===== config.mk =====
export PLATFORM = sky130hd
export DESIGN_NAME = pipe_stage_reg
export DESIGN_NICKNAME = d
export VERILOG_FILES = /design/src/rtl/pipe_pkg.sv /design/src/rtl/pipe_entry.sv /design/src/rtl/pipe_stage_reg.sv
export SDC_FILE = /design/constraint.sdc
export NUM_CORES = 1
export LEC_CHECK = 0
export ABC_AREA = 0
export CORE_ASPECT_RATIO = 1.2
export CORE_MARGIN = 2
export CORE_UTILIZATION = 45
export CTS_BUF_LIST = sky130_fd_sc_hd__clkbuf_16
export DETAILED_ROUTE_END_ITERATION = 10
export PLACE_DENSITY = 0.76
export SYNTH_ARGS = -nofsm -noshare
export SYNTH_HDL_FRONTEND = slang
export SYNTH_SLANG_ARGS = --single-unit

===== constraint.sdc =====
create_clock -name clk -period 1.6 [get_ports clk]
set_input_delay 0.24 -clock clk [delete_from_list [all_inputs] [get_ports clk]]
set_output_delay 0.24 -clock clk [all_outputs]
set_load 0.05 [all_outputs]

===== src/rtl/pipe_pkg.sv =====
// Shared defaults and field layout for the fetch/decode pipeline register.
// Field 0 sits in the LSBs of every entry word.
package pipe_pkg;
   localparam int          DEF_DATA_W    = 32;
   localparam int          DEF_FIELDS    = 3;
   localparam logic [31:0] DEF_RESET_VAL = 32'h0;

   localparam int F_PC    = 0;
   localparam int F_INSTR = 1;
   localparam int F_JUMP  = 2;
endpackage


===== src/rtl/pipe_entry.sv =====
// One pipeline entry: a valid bit plus its data word.
// A cleared or invalid entry always holds the reset word.
module pipe_entry
   import pipe_pkg::*;
#(
   parameter int           W        = 96,
   parameter logic [W-1:0] RST_WORD = '0
) (
   input  logic         clk,
   input  logic         rst,
   input  logic         load,
   input  logic         clear,
   input  logic [W-1:0] d,
   output logic         valid,
   output logic [W-1:0] data
);

   logic         valid_q, valid_d;
   logic [W-1:0] data_q, data_d;

   // Clear wins so a flush beats any same-cycle load.
   always_comb begin
      valid_d = valid_q;
      data_d  = data_q;
      if (clear) begin
         valid_d = 1'b0;
         data_d  = RST_WORD;
      end else if (load) begin
         valid_d = 1'b1;
         data_d  = d;
      end
   end

   always_ff @(posedge clk or negedge rst) begin
      if (!rst) begin
         valid_q <= 1'b0;
         data_q  <= RST_WORD;
      end else begin
         valid_q <= valid_d;
         data_q  <= data_d;
      end
   end

   assign valid = valid_q;
   assign data  = data_q;

endmodule


===== src/rtl/pipe_stage_reg.sv =====
// Valid/ready pipeline register with optional skid entry.
// With a skid entry in_ready is fully registered against out_ready.
module pipe_stage_reg
   import pipe_pkg::*;
#(
   parameter int                DATA_W     = DEF_DATA_W,
   parameter int                NUM_FIELDS = DEF_FIELDS,
   parameter int                SKID       = 1,
   parameter logic [DATA_W-1:0] RESET_VAL  = DATA_W'(DEF_RESET_VAL)
) (
   input  logic                         clk,
   input  logic                         rst,
   input  logic                         in_valid,
   output logic                         in_ready,
   input  logic [NUM_FIELDS*DATA_W-1:0] in_data,
   input  logic                         flush,
   output logic                         out_valid,
   input  logic                         out_ready,
   output logic [NUM_FIELDS*DATA_W-1:0] out_data,
   output logic [1:0]                   occupancy
);

   localparam int           W        = NUM_FIELDS * DATA_W;
   localparam logic [W-1:0] RST_WORD = {NUM_FIELDS{RESET_VAL}};

   logic         main_valid, skid_valid;
   logic [W-1:0] main_data, skid_data;
   logic         main_load, main_clear;
   logic [W-1:0] main_d;
   logic         skid_load, skid_clear;
   logic         main_nv, skid_nv;
   logic         accept, retire;
   logic         rdy_q, rdy_d;
   logic [1:0]   occ_q, occ_d;

   always_comb begin
      accept     = in_valid && in_ready;
      retire     = main_valid && out_ready;
      main_load  = 1'b0;
      main_clear = 1'b0;
      main_d     = in_data;
      skid_load  = 1'b0;
      skid_clear = 1'b0;
      main_nv    = main_valid;
      skid_nv    = skid_valid;
      if (flush) begin
         main_clear = 1'b1;
         skid_clear = 1'b1;
         main_nv    = 1'b0;
         skid_nv    = 1'b0;
      end else if (!main_valid) begin
         if (accept) begin
            main_load = 1'b1;
            main_nv   = 1'b1;
         end
      end else if (retire) begin
         if (skid_valid) begin
            main_load  = 1'b1;
            main_d     = skid_data;
            skid_clear = 1'b1;
            skid_nv    = 1'b0;
         end else if (accept) begin
            main_load = 1'b1;
         end else begin
            main_clear = 1'b1;
            main_nv    = 1'b0;
         end
      end else if (accept) begin
         skid_load = 1'b1;
         skid_nv   = 1'b1;
      end
      occ_d = {1'b0, main_nv} + {1'b0, skid_nv};
      rdy_d = 1'b1;
   end

   // Holds in_ready low through reset until the first clean edge.
   always_ff @(posedge clk or negedge rst) begin
      if (!rst) begin
         rdy_q <= 1'b0;
         occ_q <= 2'd0;
      end else begin
         rdy_q <= rdy_d;
         occ_q <= occ_d;
      end
   end

   pipe_entry #(
      .W        (W),
      .RST_WORD (RST_WORD)
   ) u_main (
      .clk   (clk),
      .rst   (rst),
      .load  (main_load),
      .clear (main_clear),
      .d     (main_d),
      .valid (main_valid),
      .data  (main_data)
   );

   if (SKID != 0) begin : g_skid
      pipe_entry #(
         .W        (W),
         .RST_WORD (RST_WORD)
      ) u_skid (
         .clk   (clk),
         .rst   (rst),
         .load  (skid_load),
         .clear (skid_clear),
         .d     (in_data),
         .valid (skid_valid),
         .data  (skid_data)
      );
      assign in_ready = rdy_q && !skid_valid && !flush;
   end else begin : g_noskid
      assign skid_valid = 1'b0;
      assign skid_data  = RST_WORD;
      assign in_ready   = rdy_q && (!main_valid || out_ready) && !flush;
   end

   assign out_valid = main_valid;
   assign out_data  = main_data;
   assign occupancy = occ_q;

endmodule


# Word-level counts from Yosys, hierarchy flattened
# Index checks and enable logic that the tools add are counted.
[word_totals]
ff_bits = 197
input_bits = 101
word_cells = 51
[classes]
add_sub_neg = 1
n_mux = 36
reduce_logical = 8
[op_table]
columns = ["cell", "n"]
rows = [
  ["96-bit 2-to-1 mux", 8],
  ["1-bit 2-to-1 mux", 28],
  ["1-bit logical AND", 4],
  ["2-bit nonzero test", 2],
  ["1-bit by 1-bit adder with 2-bit output", 1],
  ["1-bit zero test", 2],
]

# Logic depth before layout (Yosys ltp)
[logic_depth]
ltp_word = 11
mapped_depth = 7
depth_no_buf = 4

# Cells and area by module
# Synthesis repeated with hierarchy kept, for this count alone.
[unflattened]
hier_cells = 754
area_unflattened_um2 = 9357.7
[by_module_without_submodules]
columns = ["module", "n_inst", "cells_per_inst", "area_per_inst_um2", "seq_area_each_um2"]
rows = [
  ["pipe_entry", 2, 313, 3916.3, 2427.3],
  ["pipe_stage_reg", 1, 128, 1525.2, 75.1],
]

# Least setup slack after synthesis
# Ideal clock, no wire load.
[synth_timing]
path_kind = "register to output"
start = "register g_skid.u_skid.valid_q, in the netlist g_skid.u_skid.valid"
end = "output in_ready"
arrival_time_ns = 1.656
required_ns = 1.360
slack_ns = -0.296
path_stages_with_launch = 3
path_buffers = 1
cell_sequence = "dfrtp_1 > buf_2 > nor3b_1"
[synth_between]
elab_chain_len = 3
[synth_rtl]
columns = ["item", "line", "text"]
rows = [
  ["start: declaration", "pipe_entry.sv:18", "logic valid_q, valid_d;"],
  ["start signal: assignment", "pipe_entry.sv:39", "valid_q <= valid_d;"],
  ["1-bit zero test", "pipe_stage_reg.sv:113", "assign in_ready = rdy_q && !skid_valid && !flush;"],
  ["1-bit logical AND (2 in a row)", "pipe_stage_reg.sv:113", ""],
  ["end: declaration", "pipe_stage_reg.sv:14", "output logic in_ready,"],
]
# No other way between the ends.

# Worst setup path in the final report
[layout_timing]
start = "register g_skid.u_skid.valid_q, in the netlist g_skid.u_skid.valid"
end = "register g_skid.u_skid.data_q[32], in the netlist g_skid.u_skid.data[32]"
[layout_between]
elab_chain_len = 9
[layout_rtl]
columns = ["item", "line", "text"]
rows = [
  ["1-bit zero test", "pipe_stage_reg.sv:113", ""],
  ["1-bit logical AND (2 in a row)", "pipe_stage_reg.sv:113", ""],
  ["1-bit logical AND", "pipe_stage_reg.sv:37", "accept = in_valid && in_ready;"],
  ["1-bit 2-to-1 mux", "pipe_stage_reg.sv:68", "end else if (accept) begin"],
  ["1-bit 2-to-1 mux", "pipe_stage_reg.sv:56", "end else if (retire) begin"],
  ["1-bit 2-to-1 mux", "pipe_stage_reg.sv:51", "end else if (!main_valid) begin"],
  ["1-bit 2-to-1 mux", "pipe_stage_reg.sv:46", "if (flush) begin"],
  ["2-bit nonzero test (no source line)", "-", ""],
  ["end signal: assignment", "pipe_entry.sv:40", "data_q <= data_d;"],
  ["end: declaration", "pipe_entry.sv:19", "logic [W-1:0] data_q, data_d;"],
]
# Several ways; a longest one is shown, not always the timed one.
# A chain may end at the register's enable or synchronous reset.

==> results list <==
- Proportion of synthesized chip area in sequential cells: 58.1%
- The analysis attributes to cell leakage a power of 5.92 nW.
* Largest fanout on the critical path: 20
- The signal on the critical path passes through and4bb_2 > o21ai_4 > buf_8 > clkbuf_16 > a32o_1.
- After synthesis, the most frequently instantiated cells are dfrtp_1 (197), a32o_1 (96), mux2i_1 (96).
* Area leader, netlist: dfrtp_1
* Register area: 4930 um^2
- Sequential cells burn 45.6% of the power.
- The floorplan step defined a die boundary enclosing 20000 um^2.
- Post-route worst setup slack: -0.000786 ns
- For the worst setup path, the data required time is 1.91 ns.
- STA classifies the critical path endpoint as a register.
- 0 antenna diodes ended up in the layout.
- Area overhead of the layout relative to synthesis: 39.0%
- The die is 129 um wide.
- Placement-stage worst setup slack: -0.247 ns
- Summed over all nets, the switching power comes to 3.21 mW.
- Across the routed clock network, the largest skew measured is 0.0102 ns.
* Maximum vdd drop: 0.655 mV
* Ratio of cells with drive above 1 in the final layout: 33.0%
* Max-Cap Viols: 0
- Wire length of the first global-routing pass: 34500 um
- The checks that failed: setup timing.
- Initial Utilization: 45.5%
- Each instance of the synthesized netlist takes up on average 14.8 um^2.
* Maximum number of pins on one net before global-route repair: 56
* Critical path start-end classification: reg -> reg
- Area of the core region: 18600 um^2
- Cell internal power was estimated by the tool at 8.34 mW.
- Post-synthesis cell area: 8480 um^2
- The startpoint identified for the worst register-to-register timing path is g_skid.u_skid.valid.
- Summed over all nets, the half-perimeter wirelength after detailed placement is 14100 um.
- Setup violations remaining at the end of the flow were counted as 1.
- The endpoint identified for the worst register-to-register timing path is g_skid.u_skid.data[32].
- RePlAce Congestion: 0.798
- Setup repair after global routing could not meet its margin everywhere.
- Total power per unit cell area: 980 nW/um^2
- The completed layout was analyzed and its total power is 11.6 mW.
- Master cell of the clock root buffer: clkbuf_16
* Insertion delay of the later-clocked pin in the worst-skew pair: 0.43 ns
- Counting flops and latches in the post-synthesis netlist gives 197.
- Share of total power in combinational logic: 15.5%
- The tree built by TritonCTS fans out to 197 sinks.
* Share of power burned in the clock network: 38.9%
* Minimum period implied by the final worst setup slack: 1.60 ns
- Multi-input logic area: 3370 um^2
- Post-DR vias/cell: 5.88
- The placed instances occupy a cell area of 10900 um^2.
- The floorplan has 55 rows.
- CP Buf/Inv Count: 2
* Number of buffers created by CTS: 17
* Dominant synthesized flop cell: dfrtp_1
- After routing the design area is 11800 um^2.
- Among all stages on the critical path, the largest delay is contributed by dfrtp_2.
- Min-Delay Path Class: in -> async
- Number of top-level pins: 201
- The first routing iteration left 402 violations.
* Number of iterations in the first detailed-routing pass: 5
* GR Util All Layers: 21.9%
- Number of hold violations in the final report: 0
* Yosys Warn Count: 0
- Yosys instantiated no cell more often than dfrtp_1.
* Max-slew violations: 0
- For this block, the routed nets add up to 22500 um of wire.
- Across all hold checks on the routed design, the worst slack comes to 0.317 ns.
- The clock passes through at most 2 buffers.
- The H-tree was split into 4 levels.
- The kind of cell with the highest combined delay along the critical path is flip-flops.
* Period utilization: 100%
- Share of total power consumed by net switching: 27.8%
- Clock tree from TritonCTS: done
* Number of antenna violations at the first check in global routing: 0
- Async set or reset register ratio after synthesis: 100%
- Yosys mapped a number of flops with a built-in enable equal to 0.
- On the worst path, the slowest cell contributes a delay of 0.46 ns.
- Kind of start point of the critical path: register
* GRT overflow: 0
* R2r setup slk: -0.0008 ns
* Routed WL per cell: 21.4 um
- Timing would allow up to 0.625 GHz.
- By area the synthesized netlist is led by dfrtp_1 (58%), a32o_1 (11%), mux2i_1 (11%), o2bb2ai_2 (7.1%), o2bb2ai_1 (5.8%).
* Data arrival at the endpoint of the critical path: 1.91 ns
* Number of filler instances in the final layout: 1352
* Post-route antenna net violation count: 0
* Number of port buffers: 200
- Syn Nets: 677
- Depth of the most critical reg-to-reg path: 5
- Distinct cells, synth: 28
- Vias in the first global route: 6448
- The flow ran to the end, but the final reports show violations.
- In this run the biggest area consumer among cell types represents 58.1% of the synthesized area.
- Register clock-pin slew on the reported worst setup and hold paths: 0.07 ns
- Final routed DRC violation total: 0
- Number of instances in the synthesized netlist: 575
- After the last flow step, the layout net total stands at 883.
- The floorplan step set the die height to 154 um.
- Via total after detailed routing: 6176
==> worst register-to-register path: stages (launching register included) <==
cell,delay (ns)
dfrtp_2,0.46
and4bb_2,0.35
o21ai_4,0.08
buf_8,0.15
clkbuf_16,0.19
a32o_1,0.26
==> final cells by class <==
cell class                 count  share of cell area [%]
clock buffer                  17                    3.61
clock inverter                15                    1.64
inverter                       1                  0.0318
multi-input combinational    310                    28.6
sequential                   197                    41.8
tap                          256                    2.72
timing repair buffer         254                    21.6
==> metal layers <==
layer	GRT usage, %	up-vias	wire length, um
met5	0	-	0
met4	5.54	0	233
met3	6.09	16	1480
met2	34.3	204	10900
met1	30.1	3245	9920
li1	-	2711	-
==> worst max-delay path by stage <==
stage                             end                start  depth (start not counted)
2_1_floorplan         u_main.data[22]         u_main.valid                          6
3_3_place_gp   g_skid.u_skid.data[10]            out_ready                          5
3_5_place_dp   g_skid.u_skid.data[27]            out_ready                          5
4_1_cts                      in_ready  g_skid.u_skid.valid                          2
5_1_grt               u_main.data[86]  g_skid.u_skid.valid                          4
6_report       g_skid.u_skid.data[32]  g_skid.u_skid.valid                          5
==> power groups by stage <==
stage | Clock, mW | Sequential (mW) | Combinational (mW)
CTS | 4.57 | 5.26 | 1.77
floorplan | 0 | 5.82 | 0.453
finish | 4.50 | 5.27 | 1.80
detailed placement | 0 | 5.36 | 1.75
global placement | 0 | 5.35 | 1.72
global route | 4.77 | 5.28 | 1.89
==> placed cells by master (no fill, tap or decap), types with 2 or more instances in the layout <==
master             n
clkdlybuf4s50_1   98
bufinv_16          3
clkinvlp_4         2
inv_6              3
a21oi_1            2
a211oi_1           2
dfrtp_1          195
buf_4            122
nand2_1            2
dfrtp_2            2
o2bb2ai_2         65
a32o_1            94
mux2i_1           96
buf_12            22
nor2_1             2
inv_8              2
buf_6              3
a32o_2             2
clkbuf_16         21
o2bb2ai_1         31
clkinv_4           4
==> sequential cells by signal, indices dropped and copies added (netlist names) <==
name                 cells
u_main.data             96
occupancy                2
u_main.valid             1
g_skid.u_skid.data      96
rdy_q                    1
g_skid.u_skid.valid      1
==> logic make-up (layout without fill, tap and decap cells) <==
family                   count (synthesis)  count (layout)  synth area share, %
flip-flops                             197             197                 58.1
AND/OR/NAND/NOR                         12              12                0.988
multiplexers                            96              96                 11.3
other                                    1               1               0.0442
buffers and inverters                   68             287                 4.50
AO/OA/AOI/OAI                          200             200                 24.9
adder cells (fa/ha/maj)                  1               1                0.147
==> repair_timing <==
action	CTS	global route
setup endpoints to repair	5	39
gates resized for setup	4	20
gates cloned	0	5
hold endpoints to repair	35	0
setup buffers	0	4
hold buffers	1	0
pin swaps	1	53
==> stage by stage <==
step / TNS, ns / util, % / cells
after floorplan: -7.22 / - / 575
after global placement: -32.10 / 58.5 / 1008
after detailed placement: -38.94 / 58.5 / 1008
after CTS: -0.00152 / 62.0 / 1041
after global routing: -1.61 / 63.2 / 1050
final: -0.000786 / 63.2 / 1050
(Power assumes the default switching activity.)
==> RTL edit 1: new RTL, config.mk and constraints unchanged <==
The package constant `DEF_DATA_W` goes from 32 to 36.
--- a/src/rtl/pipe_pkg.sv
+++ b/src/rtl/pipe_pkg.sv
@@ -3,3 +3,3 @@
 package pipe_pkg;
-   localparam int          DEF_DATA_W    = 32;
+   localparam int          DEF_DATA_W    = 36;
    localparam int          DEF_FIELDS    = 3;
Ports: changed (resized in_data and out_data); port bits go from 201 to 225. The function was not compared with the original's and may differ.
==> RTL edit 1 against the unedited design <==
- the run still ends with setup timing left
- wire length rose by 35%
- synthesized cell count rose by 11%
- setup slack got worse by 0.12 ns
- area after synthesis is 8.3% higher
- hold slack got worse by 0.015 ns
- cell count grew 12%
- sequential cell count rose by 24
- final area increased by 21%
- clock skew decreased by 0.00060 ns
- total power rose by 13%
- via count grew 19%
- largest cell class unchanged
==> RTL edit 1: results (changes against the unedited design) <==
Setup Viol. Count Final=208 (was 1); crit-path max FO=19 (was 20); setup ws final=-0.117 ns (was -0.000786 ns); Synth top cells by count=dfrtp_1 (221), a32o_1 (108), mux2i_1 (108), o2bb2ai_1 (108), buf_2 (31) (was dfrtp_1 (197), a32o_1 (96), mux2i_1 (96)); Final Skew=0.00957 ns (was 0.0102 ns); Tot GR Track Use=0.230 (was 0.219); Hold WS=0.302 ns (was 0.317 ns); status=finished, violations left (unchanged); H-Tree Depth=1 (was 4); Cells after DPL=1107 (was 1008); DP Area=11900 sq um (was 10900 sq um); Mean Syn Cell Area=14.3 sq um (was 14.8 sq um); nets=1014 (was 883); non-filler cells in the finished layout=1181 (was 1050); ANT cells=0 (unchanged); Mapped Nets=755 (was 677); Clk pin slew, worst setup/hold paths=0.06 ns; ys flop type=dfrtp_1 (unchanged); CTS max path bufs=3 (was 2); Int Power=9.31 mW (was 8.34 mW); Area contributors post-synth=dfrtp_1 (60%), a32o_1 (12%), mux2i_1 (12%), o2bb2ai_1 (10%), buf_2 (1.7%) (was dfrtp_1 (58%), a32o_1 (11%), mux2i_1 (11%), o2bb2ai_2 (7.1%), o2bb2ai_1 (5.8%)); post-CTS sizing=9 (was 4); first-pass GRT wire length=40200 microns (was 34500 microns); DP Wirelength=16400 microns (was 14100 microns); Pre-Repair DR Iteration Count=6 (was 5); layout cell share with drive strength beyond 1=0.372 (was 0.330); sequential share of the synthesized area=0.602 (was 0.581); R2R cell count=6 (was 5); Worst VDD drop=0.822 mV (was 0.655 mV); input/output buffers=224 (was 200); CP max stage delay=0.43 ns (was 0.46 ns); Post-synth ARST share=1.00 (unchanged); CP arrival=2.10 ns (was 1.91 ns); CTS Buf Count=22 (was 17); number of global-route vias before repair=7354 (was 6448); Leakage=6.83 nW (was 5.92 nW); routability congestion estimate=0.800 (was 0.798); drt total wl=30400 microns (was 22500 microns); Clk Latency, worst-skew pair=0.50 ns (was 0.43 ns); vias=7328 (was 6176); Setup Fix Bufs, Post-CTS=3 (was 0); 1st-iter DRT viols=506 (was 402); failing checks=setup timing (unchanged); largest net degree at the start of global routing=56 (unchanged); worst r2r dst=u_main.data[5]$_DFFE_PN0P_ (was g_skid.u_skid.data[32]$_DFFE_PN0P_)
==> RTL edit 1: cell types whose count changed after synthesis, moves of 4 or more <==
cell,unedited run,this run
o2bb2ai_2,40,0
buf_1,3,8
o2bb2ai_1,56,108
mux2i_1,96,108
dfrtp_1,197,221
buf_6,11,7
a32o_1,96,108
==> RTL edit 1: power groups by stage <==
stage / combinational (mW) / clock (mW) / sequential, mW
after global routing: 2.40 / 5.10 / 5.95
after floorplan: 0.420 / 0 / 6.51
after detailed placement: 1.91 / 0 / 5.99
after CTS: 1.93 / 4.83 / 5.90
after global placement: 1.86 / 0 / 5.99
final: 2.30 / 4.82 / 5.93
==> RTL edit 1: routing by layer <==
metal | up-vias | share of wire | track usage
li1 | 3129 | - | -
met1 | 3789 | 0.40 | 0.306
met2 | 361 | 0.50 | 0.386
met3 | 49 | 0.079 | 0.0530
met4 | 0 | 0.020 | 0.0512
met5 | - | 0 | 0
==> RTL edit 1: cell type report <==
| cell class | count | area, sq um |
|---|---|---|
| inverter | 1 | 5.00 |
| sequential | 221 | 5530 |
| multi-input combinational | 348 | 4360 |
| clock buffer | 23 | 576 |
| clock inverter | 17 | 82.6 |
| timing repair buffer | 306 | 3390 |
| fill | 1264 | 5830 |
| tap | 265 | 332 |
==> RTL edit 1: per-stage QoR <==
stage	utilization	setup slack (ns)	setup TNS [ns]
4_1_cts	0.629	-0.0998	-9.55
5_1_grt	0.710	-0.167	-19.23
3_3_place_gp	0.590	-0.237	-41.79
3_5_place_dp	0.590	-0.289	-47.74
6_report	0.710	-0.117	-13.46
2_1_floorplan	-	-0.118	-4.19
==> RTL edit 1: cells by family (layout without fill, tap and decap cells) <==
group,count (synthesis),in the layout,share of synthesized area
compound gates,224,226,0.228
fa+ha+maj,1,1,0.00136
buf+inv,74,347,0.0414
flops,221,221,0.602
mux,108,108,0.118
other cells,1,1,0.000408
simple gates,12,12,0.00913
==> RTL edit 1: how the worst min path moves through the flow <==
stage / to / cells past startpoint
floorplan: g_skid.u_skid.data[0]$_DFFE_PN0P_ / 0
global placement: u_main.data[75]$_DFFE_PN0P_ / 1
detailed placement: u_main.data[75]$_DFFE_PN0P_ / 1
CTS: g_skid.u_skid.data[57]$_DFFE_PN0P_ / 2
global route: g_skid.u_skid.data[57]$_DFFE_PN0P_ / 2
finish: g_skid.u_skid.data[57]$_DFFE_PN0P_ / 2
==> RTL edit 1: critical path, delay by kind of cell, from the launching register on <==
kind | cells | cell delay (ns)
simple gates | 1 | 0.19
compound gates | 1 | 0.10
mux | 1 | 0.33
buf+inv | 3 | 0.53
flops | 1 | 0.43
==> RTL edit 2: new RTL, same flow settings <==
Without the edit above. Reset style: synchronous (`rst`), changed in 2 clocked blocks.
--- a/src/rtl/pipe_entry.sv
+++ b/src/rtl/pipe_entry.sv
@@ -33,3 +33,3 @@
 
-   always_ff @(posedge clk or negedge rst) begin
+   always_ff @(posedge clk) begin
       if (!rst) begin
--- a/src/rtl/pipe_stage_reg.sv
+++ b/src/rtl/pipe_stage_reg.sv
@@ -76,3 +76,3 @@
    // Holds in_ready low through reset until the first clean edge.
-   always_ff @(posedge clk or negedge rst) begin
+   always_ff @(posedge clk) begin
       if (!rst) begin
Check against the original RTL: differs if rst is asserted again (counterexample within 4 cycles, from zero or initial values and one cycle with rst low); with rst held inactive, the same outputs for 4 cycles.
==> RTL edit 2 against the unedited design <==
- the run still ends with setup timing left
- via count is 50% higher
- fmax is 5.6% lower
- critical path type is now flop to output pin
- critical path depth is 2 lower
- largest cell class is now multi-input gates
- final area is 11% higher
- combinational power is 8% lower
- area after synthesis is 12% higher
- total power is 5.2% lower
- non-clock buffer count is 34 higher
- sequential cell count stayed put
- setup slack worse by 0.095 ns
- wire length is 35% higher
- die area is 12% higher
==> RTL edit 2: results (changes against the unedited design) <==
status=finished, violations left (unchanged); failing checks=setup timing (unchanged); Comb group=1.65 mW (was 1.80 mW); drt total wl=30400 microns (was 22500 microns); sequential share of the synthesized area=0.415 (was 0.581); DP Wirelength=18700 microns (was 14100 microns); Tot GR Track Use=0.262 (was 0.219); reg2reg setup slack=-0.03 ns (was -0.0008 ns); Setup Fix Bufs, Post-CTS=9 (was 0); post-synth cell types=35 (was 28); Setup Viol. Count Final=7 (was 1); non-filler cells in the finished layout=1489 (was 1050); P_clk=4.31 mW (was 4.50 mW); Hold WS=0.391 ns (was 0.317 ns); worst r2r dst=g_skid.u_skid.data[37]$_SDFFE_PP0P_ (was g_skid.u_skid.data[32]$_DFFE_PN0P_); pre-CTS setup slack=-0.519 ns (was -0.247 ns); Cells after DPL=1440 (was 1008); crit-path max FO=5 (was 20); worst hold path type=primary input to flop (was primary input to asynchronous set/reset pin); power density cells=837 nW/um^2 (was 980 nW/um^2); Synth top cells by count=dfxtp_1 (197), a21oi_1 (101), nand3_1 (97), o21ai_0 (97) (was dfrtp_1 (197), a32o_1 (96), mux2i_1 (96)); Post-Synth Adder-Cell Area=0.00132 (was 0.00147); setup ws final=-0.0953 ns (was -0.000786 ns); Leakage=5.08 nW (was 5.92 nW); post-CTS sizing=16 (was 4); largest net degree at the start of global routing=63 (was 56); CP max stage delay=0.44 ns (was 0.46 ns); post-synthesis mux area share=0.101 (was 0.113); 1st-iter DRT viols=772 (was 402)
==> RTL edit 2: cell types whose count changed in the layout (fill, tap and decap cells not counted), moves of 65 or more <==
| cell | before | now |
|---|---|---|
| dfrtp_1 | 195 | 0 |
| dfxtp_1 | 0 | 194 |
| a21oi_1 | 2 | 101 |
| nand3_1 | 0 | 97 |
| a31oi_1 | 1 | 96 |
| a32o_1 | 94 | 0 |
| nor2_1 | 2 | 96 |
| o2bb2ai_2 | 65 | 0 |
==> RTL edit 2: final cells by class <==
type	instances	area (sq um)
Clock inverter	15	154
Clock buffer	17	425
Inverter	4	28.8
Timing Repair Buffer	288	3040
Tap cell	270	338
Fill cell	1669	7750
Sequential cell	197	3950
Multi-Input combinational cell	698	5140
==> RTL edit 2: worst max-delay path by stage <==
stage | startpoint | to | slack, ns
floorplan | u_main.valid$_SDFFE_PP0P_ | u_main.data[84]$_SDFFE_PP0P_ | -0.13
global placement | out_ready | u_main.data[4]$_SDFFE_PP0P_ | -0.38
detailed placement | out_ready | u_main.data[43]$_SDFFE_PP0P_ | -0.52
CTS | g_skid.u_skid.valid$_SDFFE_PP0P_ | in_ready | -0.1
global route | g_skid.u_skid.valid$_SDFFE_PP0P_ | in_ready | -0.12
finish | g_skid.u_skid.valid$_SDFFE_PP0P_ | in_ready | -0.1
==> RTL edit 2: metal layers <==
layer	routed length [microns]	share of wire	GRT usage
met2	14900	0.49	0.441
met5	0	0	0
met4	544	0.018	0.106
met1	12900	0.43	0.334
met3	2050	0.067	0.0376
==> RTL edit 2: through the flow <==
step | area (sq um) | util | setup TNS (ns)
global route | 13100 | 0.628 | -3.92
global placement | 12000 | 0.578 | -57.19
floorplan | 9660 | - | -8.24
detailed placement | 12000 | 0.578 | -63.05
finish | 13100 | 0.628 | -0.193
CTS | 12700 | 0.611 | -0.0957
